## config.mk

```make
export PLATFORM = sky130hd
export DESIGN_NAME = rob
export DESIGN_NICKNAME = d
export VERILOG_FILES = /design/src/rtl/rob.sv
export SDC_FILE = /design/constraint.sdc
export NUM_CORES = 1
export LEC_CHECK = 0
export CORE_MARGIN = 10
export CORE_UTILIZATION = 50
export CTS_CLUSTER_DIAMETER = 80
export CTS_CLUSTER_SIZE = 40
export DETAILED_ROUTE_END_ITERATION = 8
export HOLD_SLACK_MARGIN = 0.1
export PLACE_DENSITY = 0.68
export SYNTH_ARGS = -nofsm -noshare
export SYNTH_HDL_FRONTEND = slang
export SYNTH_SLANG_ARGS = --single-unit
```

## constraint.sdc

```tcl
create_clock -name clk -period 9.75 [get_ports clk]
set_input_delay 2.4375 -clock clk [delete_from_list [all_inputs] [get_ports clk]]
set_output_delay 2.4375 -clock clk [all_outputs]
set_load 0.02 [all_outputs]
```

## src/rtl/rob.sv

```systemverilog
// rob: reorder buffer between issue and the register file.
//   Issue allocates entries in program order at the tail, the CDB marks
//   entries complete out of order, and the head retires in order, one per
//   cycle, to the register file. It also serves two rename lookups.
//
// Optional feature: define ROB_CDB_BYPASS_EN so that lookups also see the
// result on the CDB in the same cycle; by default lookups see stored state only.
//
// Ports:
//   clk, rst               clock, asynchronous active-high reset
//   rdy                    global enable; low holds all state, drops COM_valid
//   flush                  misprediction flush, empties the buffer
//   IS_valid, IS_rd        allocation request and its destination register
//   IS_name, IS_full       index the next allocation receives, buffer full
//   CDB_valid/name/val     result broadcast
//   REG_ord1/2             entries queried by the register file
//   REG_rdy1/2, REG_val1/2 queried entry ready flag and value
//   COM_valid/rd/val/name  registered commit to the register file
module rob #(
  parameter int unsigned ROB_AW = 4
) (
  input  logic              clk,
  input  logic              rst,
  input  logic              rdy,
  input  logic              flush,
  input  logic              IS_valid,
  input  logic [4:0]        IS_rd,
  output logic [ROB_AW-1:0] IS_name,
  output logic              IS_full,
  input  logic              CDB_valid,
  input  logic [ROB_AW-1:0] CDB_name,
  input  logic [31:0]       CDB_val,
  input  logic [ROB_AW-1:0] REG_ord1,
  input  logic [ROB_AW-1:0] REG_ord2,
  output logic              REG_rdy1,
  output logic              REG_rdy2,
  output logic [31:0]       REG_val1,
  output logic [31:0]       REG_val2,
  output logic              COM_valid,
  output logic [4:0]        COM_rd,
  output logic [31:0]       COM_val,
  output logic [ROB_AW-1:0] COM_name
);

  localparam int unsigned DEPTH = 1 << ROB_AW;
  localparam int unsigned CW    = ROB_AW + 1;

  logic [DEPTH-1:0]  busy;
  logic [DEPTH-1:0]  ready;
  logic [4:0]        rd_q  [DEPTH];
  logic [31:0]       val_q [DEPTH];
  logic [ROB_AW-1:0] head;
  logic [ROB_AW-1:0] tail;
  logic [CW-1:0]     count;

  logic commit_c;
  logic alloc_c;
  logic cdb_hit_c;

  assign IS_full = (count == CW'(DEPTH));
  assign IS_name = tail;

  // Commit decision uses only registered state, so a head completed this
  // cycle retires on the following edge.
  assign commit_c  = rdy && !flush && (count != '0) && busy[head] && ready[head];
  // A full buffer still accepts an allocation when the head retires in the
  // same cycle: the freed head slot is the old tail.
  assign alloc_c   = rdy && !flush && IS_valid && (!IS_full || commit_c);
  assign cdb_hit_c = rdy && !flush && CDB_valid && busy[CDB_name];

  // Rename lookups
  always_comb begin
    REG_rdy1 = busy[REG_ord1] && ready[REG_ord1];
    REG_val1 = REG_rdy1 ? val_q[REG_ord1] : '0;
    REG_rdy2 = busy[REG_ord2] && ready[REG_ord2];
    REG_val2 = REG_rdy2 ? val_q[REG_ord2] : '0;
`ifdef ROB_CDB_BYPASS_EN
    if (CDB_valid && (CDB_name == REG_ord1) && busy[REG_ord1]) begin
      REG_rdy1 = 1'b1;
      REG_val1 = CDB_val;
    end
    if (CDB_valid && (CDB_name == REG_ord2) && busy[REG_ord2]) begin
      REG_rdy2 = 1'b1;
      REG_val2 = CDB_val;
    end
`endif
  end

  // Pointers, entry flags and commit outputs
  always_ff @(posedge clk or posedge rst) begin
    if (rst) begin
      head      <= '0;
      tail      <= '0;
      count     <= '0;
      busy      <= '0;
      ready     <= '0;
      COM_valid <= 1'b0;
      COM_rd    <= '0;
      COM_val   <= '0;
      COM_name  <= '0;
    end else if (flush) begin
      head      <= '0;
      tail      <= '0;
      count     <= '0;
      busy      <= '0;
      ready     <= '0;
      COM_valid <= 1'b0;
    end else if (!rdy) begin
      COM_valid <= 1'b0;
    end else begin
      COM_valid <= commit_c;
      if (commit_c) begin
        COM_rd     <= rd_q[head];
        COM_val    <= val_q[head];
        COM_name   <= head;
        busy[head] <= 1'b0;
        head       <= head + ROB_AW'(1);
      end
      if (cdb_hit_c) begin
        ready[CDB_name] <= 1'b1;
      end
      // Last so that a full-buffer allocation into the retiring slot wins
      if (alloc_c) begin
        busy[tail]  <= 1'b1;
        ready[tail] <= 1'b0;
        tail        <= tail + ROB_AW'(1);
      end
      count <= count + CW'(alloc_c) - CW'(commit_c);
    end
  end

  // Entry payload; only meaningful while the entry is busy, so no reset
  always_ff @(posedge clk) begin
    if (alloc_c) begin
      rd_q[tail] <= IS_rd;
    end
    if (cdb_hit_c) begin
      val_q[CDB_name] <= CDB_val;
    end
  end

endmodule

```

==> reports/results.txt, run 1 <==
Category of the worst setup path capture point: output pin
Slowest Stage Delay on Critical Path: 0.80 ns
Setup Buffers After CTS: 0
Final Max Tran Viols: 0
Final critical path time including I/O delays and setup: 8.159 ns
Commonest non-fill, non-tap cells in the layout: 592 x sky130_fd_sc_hd__edfxtp_1, 520 x sky130_fd_sc_hd__mux4_2, 159 x sky130_fd_sc_hd__clkdlybuf4s50_1
Largest fanout of any net on the critical path: 39
Async S/R FF share, synth: 12.81%
Average wire length per cell after detail routing: 34.67 µm
Unrepaired setup endpoints after global routing: no
Crit path kind: primary input to output pin
Die extent in y: 283.9 µm
Post-Synthesis Net Count: 1,780
Die area: 80,600 µm²
Total detailed-routing wirelength: 95,800 µm
Fraction of layout cells with a size suffix above 1: 39.10%
Total CTS buffers: 35
Largest buffer count on any clock path: 3
R2R Path Start: head[1]
Portion of the post-synthesis area used by sequential elements: 57.30%
Routability Congestion: 0.8359
Core region area: 68,830 µm²
Main synth FF type: sky130_fd_sc_hd__edfxtp_1
Setup violators final: 0
Critical-path cell list: buf_4 > o21ai_0 > o211ai_1 > o21ai_0 > o21ai_4 > buf_4 > nor2b_1 > clkdlybuf4s50_1
Count of H-tree levels built during CTS: 2
DRC errors left: 0
Clk sink count: 679
Proportion of power drawn by combinational gates: 8.2%
Switching part of the total power: 24.42%
Count of antenna-violating nets left after detailed routing: 0
Root Buffer Master: sky130_fd_sc_hd__clkbuf_16
Yosys top cell by area: sky130_fd_sc_hd__edfxtp_1
Core occupancy in the finished layout: 56.45%
YS warnings: 0
Tightest Hold Check Type: register to register
Leakage power summed over all cells: 11.93 nW
WP data required: 7.31 ns
I/O pin count: 168
Clock latency on the worst-skew pair: 0.62 ns
Avg Vias per Cell: 7.048
Final setup TNS: 0 ns
Final hold violation count: 0
Maximum vdd drop: 114.9 µV
Post-synth EDFFs: 592
Worst clock skew on the final layout: 0.03253 ns
Number of global-route vias before repair: 20,130
Largest net degree at the start of global routing: 125
Net load switching power: 1.342 mW
Gate Count Post-Synth: 1,711
Width of the die: 283.9 µm
Antenna violations before repair: 6
Total power per unit cell area: 141.5 nW/µm²
Number of max-cap violations: 0
Number of synthesized register bits: 679
Count of cell instances traversed by the critical path: 8
Starting density of the core: 50.60%
Detailed-placement wirelength estimate: 55,140 µm
GRT Util Overall: 23.65%
CP Launch Point: REG_ord2[1]
Critical path endpoint: REG_val2[30]
Grt ovf: 0
Flop pwr share: 57.6%
Worst reg2reg path endpoint: rd_q[2][4]
Number of nets in the finished design: 1,874
CTS tree: done
Power share of the clock group: 34.2%
First DRT Iteration DRCs: 2,404
Share of the synthesized area in the top cell type: 51.05%
Cells on worst reg2reg path: 7
Slew HR: 25.07%
Internal: 4.155 mW
Cell family contributing the most delay on the critical path: buffers and inverters
# port buffers: 167
Slowest cell on the critical path: sky130_fd_sc_hd__buf_4
Number of library cell types mapped by synthesis: 51
Leading cell type in the layout, fill and taps excluded: sky130_fd_sc_hd__edfxtp_1
Synth top area cells: sky130_fd_sc_hd__edfxtp_1 51%, sky130_fd_sc_hd__mux4_2 34%, sky130_fd_sc_hd__dfrtp_1 6.3%, sky130_fd_sc_hd__mux2_2 1.5%, sky130_fd_sc_hd__nor2b_1 1.2%
Part of the cycle the worst path needs: 83.68%
Internal reg-to-reg setup slack: 5.10 ns
Worst-margin pin slew: 1.124 ns
Average size of a mapped cell: 20.35 µm²
Cell row count: 96
Combined area of all synthesized cells: 34,820 µm²
Clk slew on worst S/H paths: 0.09 ns
Crit path arrival time: 5.72 ns
Number of resized instances in the post-cts repair step: 0
Routed via count: 19,470
Buf+Inv Stages, Crit Path: 3
Number of fill cells in the layout: 5,074
Maximum clock frequency: 122.6 MHz
Startpoint Class: primary input
Area growth, synth to finish: 11.57%
Wire length of the first global-routing pass: 140,800 µm
Count of hold buffers inserted by post-cts repair: 0
Result of the run: completed
Number of iterations in the first detailed-routing pass: 5
[registers in the layout (all words and copies together) (netlist names)]
name / flops
head: 4
COM_valid: 1
COM_val: 32
ready: 16
COM_rd: 5
rd_q: 80
count: 5
busy: 16
IS_name: 4
COM_name: 4
val_q: 512
[metal layers]
metal | GRT usage, % | wire (µm)
met5 | 0 | 52
met4 | 6.796 | 2738
met3 | 5.075 | 9908
met2 | 38.01 | 46720
met1 | 32.38 | 36390
[cell usage after synthesis (3+ instances only)]
cell                       instances
sky130_fd_sc_hd__inv_1            28
sky130_fd_sc_hd__and3_1           15
sky130_fd_sc_hd__nand2_1          26
sky130_fd_sc_hd__nor2b_1          66
sky130_fd_sc_hd__o21ai_0          11
sky130_fd_sc_hd__or3_1             5
sky130_fd_sc_hd__a21oi_1           4
sky130_fd_sc_hd__nor3_1            3
sky130_fd_sc_hd__buf_2            23
sky130_fd_sc_hd__o211ai_1          7
sky130_fd_sc_hd__mux4_2          520
sky130_fd_sc_hd__o221a_2          16
sky130_fd_sc_hd__buf_1            35
sky130_fd_sc_hd__o32ai_1          14
sky130_fd_sc_hd__nand3_1          15
sky130_fd_sc_hd__mux2i_1           7
sky130_fd_sc_hd__clkbuf_1         87
sky130_fd_sc_hd__buf_4             5
sky130_fd_sc_hd__mux2_2           45
sky130_fd_sc_hd__xnor2_1           4
sky130_fd_sc_hd__dfrtp_1          87
sky130_fd_sc_hd__edfxtp_1        592
sky130_fd_sc_hd__nor2_1           45
sky130_fd_sc_hd__nor3b_1           3
sky130_fd_sc_hd__ha_1             13
[worst min-delay path by stage]
stage / to / cells after the start / start / slack [ns]
6_report: COM_val[28] / 1 / COM_val[28] / 0.51
5_1_grt: COM_val[6] / 1 / COM_val[6] / 0.54
4_1_cts: COM_val[29] / 1 / COM_val[29] / 0.52
3_5_place_dp: COM_val[11] / 1 / COM_val[11] / 0.50
3_3_place_gp: COM_val[1] / 1 / COM_val[1] / 0.49
2_1_floorplan: count[4] / 2 / count[4] / 0.52
[cells by family after synthesis]
logic type	share of synthesized area, %
compound gates	1.620
xor+xnor	0.1257
fa+ha+maj	0.5246
buf+inv	2.098
flops	57.30
mux	35.36
simple gates	2.968
[power groups by stage]
| stage | Combinational [mW] | Sequential [mW] | Clock, mW |
|---|---|---|---|
| floorplan | 0.280 | 3.23 | 0 |
| global route | 0.482 | 3.17 | 2.02 |
| finish | 0.453 | 3.17 | 1.88 |
| global placement | 0.453 | 3.23 | 0 |
| detailed placement | 0.457 | 3.23 | 0 |
| CTS | 0.458 | 3.17 | 1.92 |
[cell type report]
class	instances	area, µm²	share of cell area, %
sequential	679	19970	51.39
timing repair buffer	208	2012	5.178
antenna	1	2.502	0.006441
inverter	29	111.4	0.2866
multi-input combinational	852	14270	36.73
tap	931	1165	2.998
clock inverter	25	394.1	1.014
clock buffer	38	929.6	2.393
[through the flow]
step,cells,area [µm²],power [mW],hold WS [ns],setup WS [ns]
finish,2763,38850,5.498,0.5114,1.591
global route,2763,38850,5.672,0.5368,1.401
CTS,2762,38850,5.545,0.5162,1.536
detailed placement,2699,37530,3.688,0.4953,1.546
global placement,2699,37530,3.683,0.4889,1.510
floorplan,1711,34820,3.511,0.5195,2.720
Power figures use the tool's default switching activity.
==> run 2, diff against run 1 <==
PLACE_DENSITY = 0.71   (was 0.68)
clock period = 6.8 ns   (was 9.75 ns; I/O delays follow)
==> reports/results.txt, run 2 (synthesized netlist as in run 1, its figures left out) <==
Result of the run: completed
Final total power: 7.785 mW (+42%)
Worst clock skew on the final layout: 0.05277 ns (+0.02024 ns)
Setup Buffers After CTS: 0 (unchanged)
Setup Slack @ Placement: 0.4706 ns (-1.075 ns)
Number of fill cells in the layout: 5,011 (-1.2%)
Unrepaired setup endpoints after global routing: no
Worst hold slack: 0.5144 ns (+0.003044 ns)
Flip-flop count of the largest register, all copies and words added: 512 (unchanged)
Leakage power summed over all cells: 12.00 nW (+0.61%)
Total CTS buffers: 34 (-2.9%)
Number of global-route vias before repair: 20,130 (+0.020%)
Top reg by flops: val_q
Setup violators final: 0 (unchanged)
Clk sink count: 679 (unchanged)
Core region area: 68,830 µm² (unchanged)
Width of the die: 283.9 µm (unchanged)
Final hold violation count: 0 (unchanged)
Crit path kind: primary input to output pin
Count of hold buffers inserted by post-cts repair: 0 (unchanged)
Final Max Tran Viols: 0 (unchanged)
Most common cell on crit path: sky130_fd_sc_hd__mux4_2
Maximum vdd drop: 166.9 µV (+45%)
Worst-margin pin slew: 1.053 ns (-0.07138 ns)
Registers with the most flip-flops: val_q x512, rd_q x80, COM_val x32
Slowest cell on the critical path: sky130_fd_sc_hd__mux4_2
Final WS setup: 0.4823 ns (-1.109 ns)
Combined area of the multi-input logic cells: 14,270 µm² (unchanged)
Crit path arrival time: 4.62 ns (-1.10 ns)
Commonest non-fill, non-tap cells in the layout: 592 x sky130_fd_sc_hd__edfxtp_1, 520 x sky130_fd_sc_hd__mux4_2, 159 x sky130_fd_sc_hd__clkdlybuf4s50_1
Wire length of the first global-routing pass: 140,000 µm (-0.61%)
Clk slew on worst S/H paths: 0.08 ns (about the same)
I/O pin count: 168 (unchanged)
Largest buffer count on any clock path: 3 (unchanged)
Slew HR: 29.82% (+4.8 points)
Die area: 80,600 µm² (unchanged)
Antenna violations before repair: 7 (+1)
Count of antenna-violating nets left after detailed routing: 0 (unchanged)
Routed via count: 19,600 (+0.65%)
Starting density of the core: 50.60% (unchanged)
Final setup TNS: 0 ns (unchanged)
Final critical path time including I/O delays and setup: 6.318 ns
WP data required: 5.10 ns (-2.21 ns)
Part of the cycle the worst path needs: 92.91%
Critical-path cell list: buf_4 > mux4_2 > mux4_2 > nor2b_1 > clkdlybuf4s50_1
Number of max-cap violations: 0 (unchanged)
Die extent in y: 283.9 µm (unchanged)
DRC errors left: 0 (unchanged)
Buf+Inv Stages, Crit Path: 2 (-1)
Area taken by flip-flops and latches: 19,970 µm² (unchanged)
Startpoint Class: primary input
Routability Congestion: 0.8519 (+1.9%)
Slowest Stage Delay on Critical Path: 0.88 ns (+0.08 ns)
Tightest Hold Check Type: register to register
Largest net degree at the start of global routing: 72 (-42%)
Number of nets in the finished design: 1,889 (+0.80%)
Total detailed-routing wirelength: 94,520 µm (-1.3%)
Category of the worst setup path capture point: output pin
Largest fanout of any net on the critical path: 27 (-31%)
Clock latency on the worst-skew pair: 0.62 ns (about the same)
Avg Vias per Cell: 7.056 (+0.11%)
Cell family contributing the most delay on the critical path: multiplexers
Average wire length per cell after detail routing: 34.02 µm (-1.9%)
Number of resized instances in the post-cts repair step: 0 (unchanged)
First DRT Iteration DRCs: 2,586 (+7.6%)
Cell row count: 96 (unchanged)
Grt ovf: 0 (unchanged)
Area growth, synth to finish: 11.91%
Number of iterations in the first detailed-routing pass: 5 (unchanged)
CTS tree: done
Root Buffer Master: sky130_fd_sc_hd__clkbuf_16
Total power per unit cell area: 199.8 nW/µm² (+41%)
GRT Util Overall: 23.27% (-0.38 points)
Internal reg-to-reg setup slack: 2.55 ns (-2.55 ns)
Maximum clock frequency: 158.3 MHz
Fraction of layout cells with a size suffix above 1: 39.62% (+0.52 points)
Detailed-placement wirelength estimate: 57,550 µm (+4.4%)
# port buffers: 167 (unchanged)
Leading cell type in the layout, fill and taps excluded: sky130_fd_sc_hd__edfxtp_1
Count of H-tree levels built during CTS: 2 (unchanged)
run 2: path summary, 6_finish.rpt:
kind                        startpoint            to  cells after the start
setup / recovery           REG_ord1[1]  REG_val1[30]                      5
hold / removal               COM_rd[2]     COM_rd[2]                      1
setup reg to reg               head[1]      count[4]                     14
hold reg to reg              COM_rd[2]     COM_rd[2]                      1
max in group asynchronous          rst       head[2]                      3
min in group asynchronous          rst   COM_val[19]                      2
run 2: power by group:
group / total (mW) / switching, mW / leakage (nW) / internal, mW
clock network: 2.58 / 1.52 / 0.608 / 1.07
logic: 0.664 / 0.358 / 4.87 / 0.306
registers: 4.54 / 0.00656 / 6.52 / 4.53
run 2: cell type report:
type,count,share of cell area [%]
multi-input cells,852,36.62
flip-flops and latches,679,51.23
diodes,2,0.01284
inverters,29,0.2857
repair buffers,224,5.631
well taps,931,2.989
clock inverters,26,0.9792
clock buffers,35,2.247
run 2: metrics by stage:
step	utilization (%)	area (µm²)	instances
floorplan	-	34820	1711
finish	56.62	38970	2778
global placement	54.79	37710	2715
detailed placement	54.79	37710	2715
CTS	56.62	38970	2776
global route	56.62	38970	2778
run 2: routing by layer:
layer,global-route usage (%),vias up,wire [µm]
li1,-,7682,-
met1,31.23,10590,35480
met2,38.53,1151,47670
met3,3.946,171,8212
met4,7.488,8,3098
met5,0,-,56
run 2: worst register-to-register path, cell delays in order, from the launching register on:
cell                       delay (ns)
sky130_fd_sc_hd__dfrtp_4         1.09
sky130_fd_sc_hd__mux4_2          0.64
sky130_fd_sc_hd__or3_1           0.31
sky130_fd_sc_hd__o21ai_1         0.34
sky130_fd_sc_hd__nor4_4          0.10
sky130_fd_sc_hd__nand2_1         0.15
sky130_fd_sc_hd__o21ai_0         0.10
sky130_fd_sc_hd__ha_1            0.23
sky130_fd_sc_hd__fa_1            0.44
sky130_fd_sc_hd__a21oi_1         0.16
sky130_fd_sc_hd__o21bai_1        0.09
sky130_fd_sc_hd__xnor2_1         0.14
sky130_fd_sc_hd__nand2_1         0.09
sky130_fd_sc_hd__xor2_1          0.19
sky130_fd_sc_hd__nor2_1          0.06
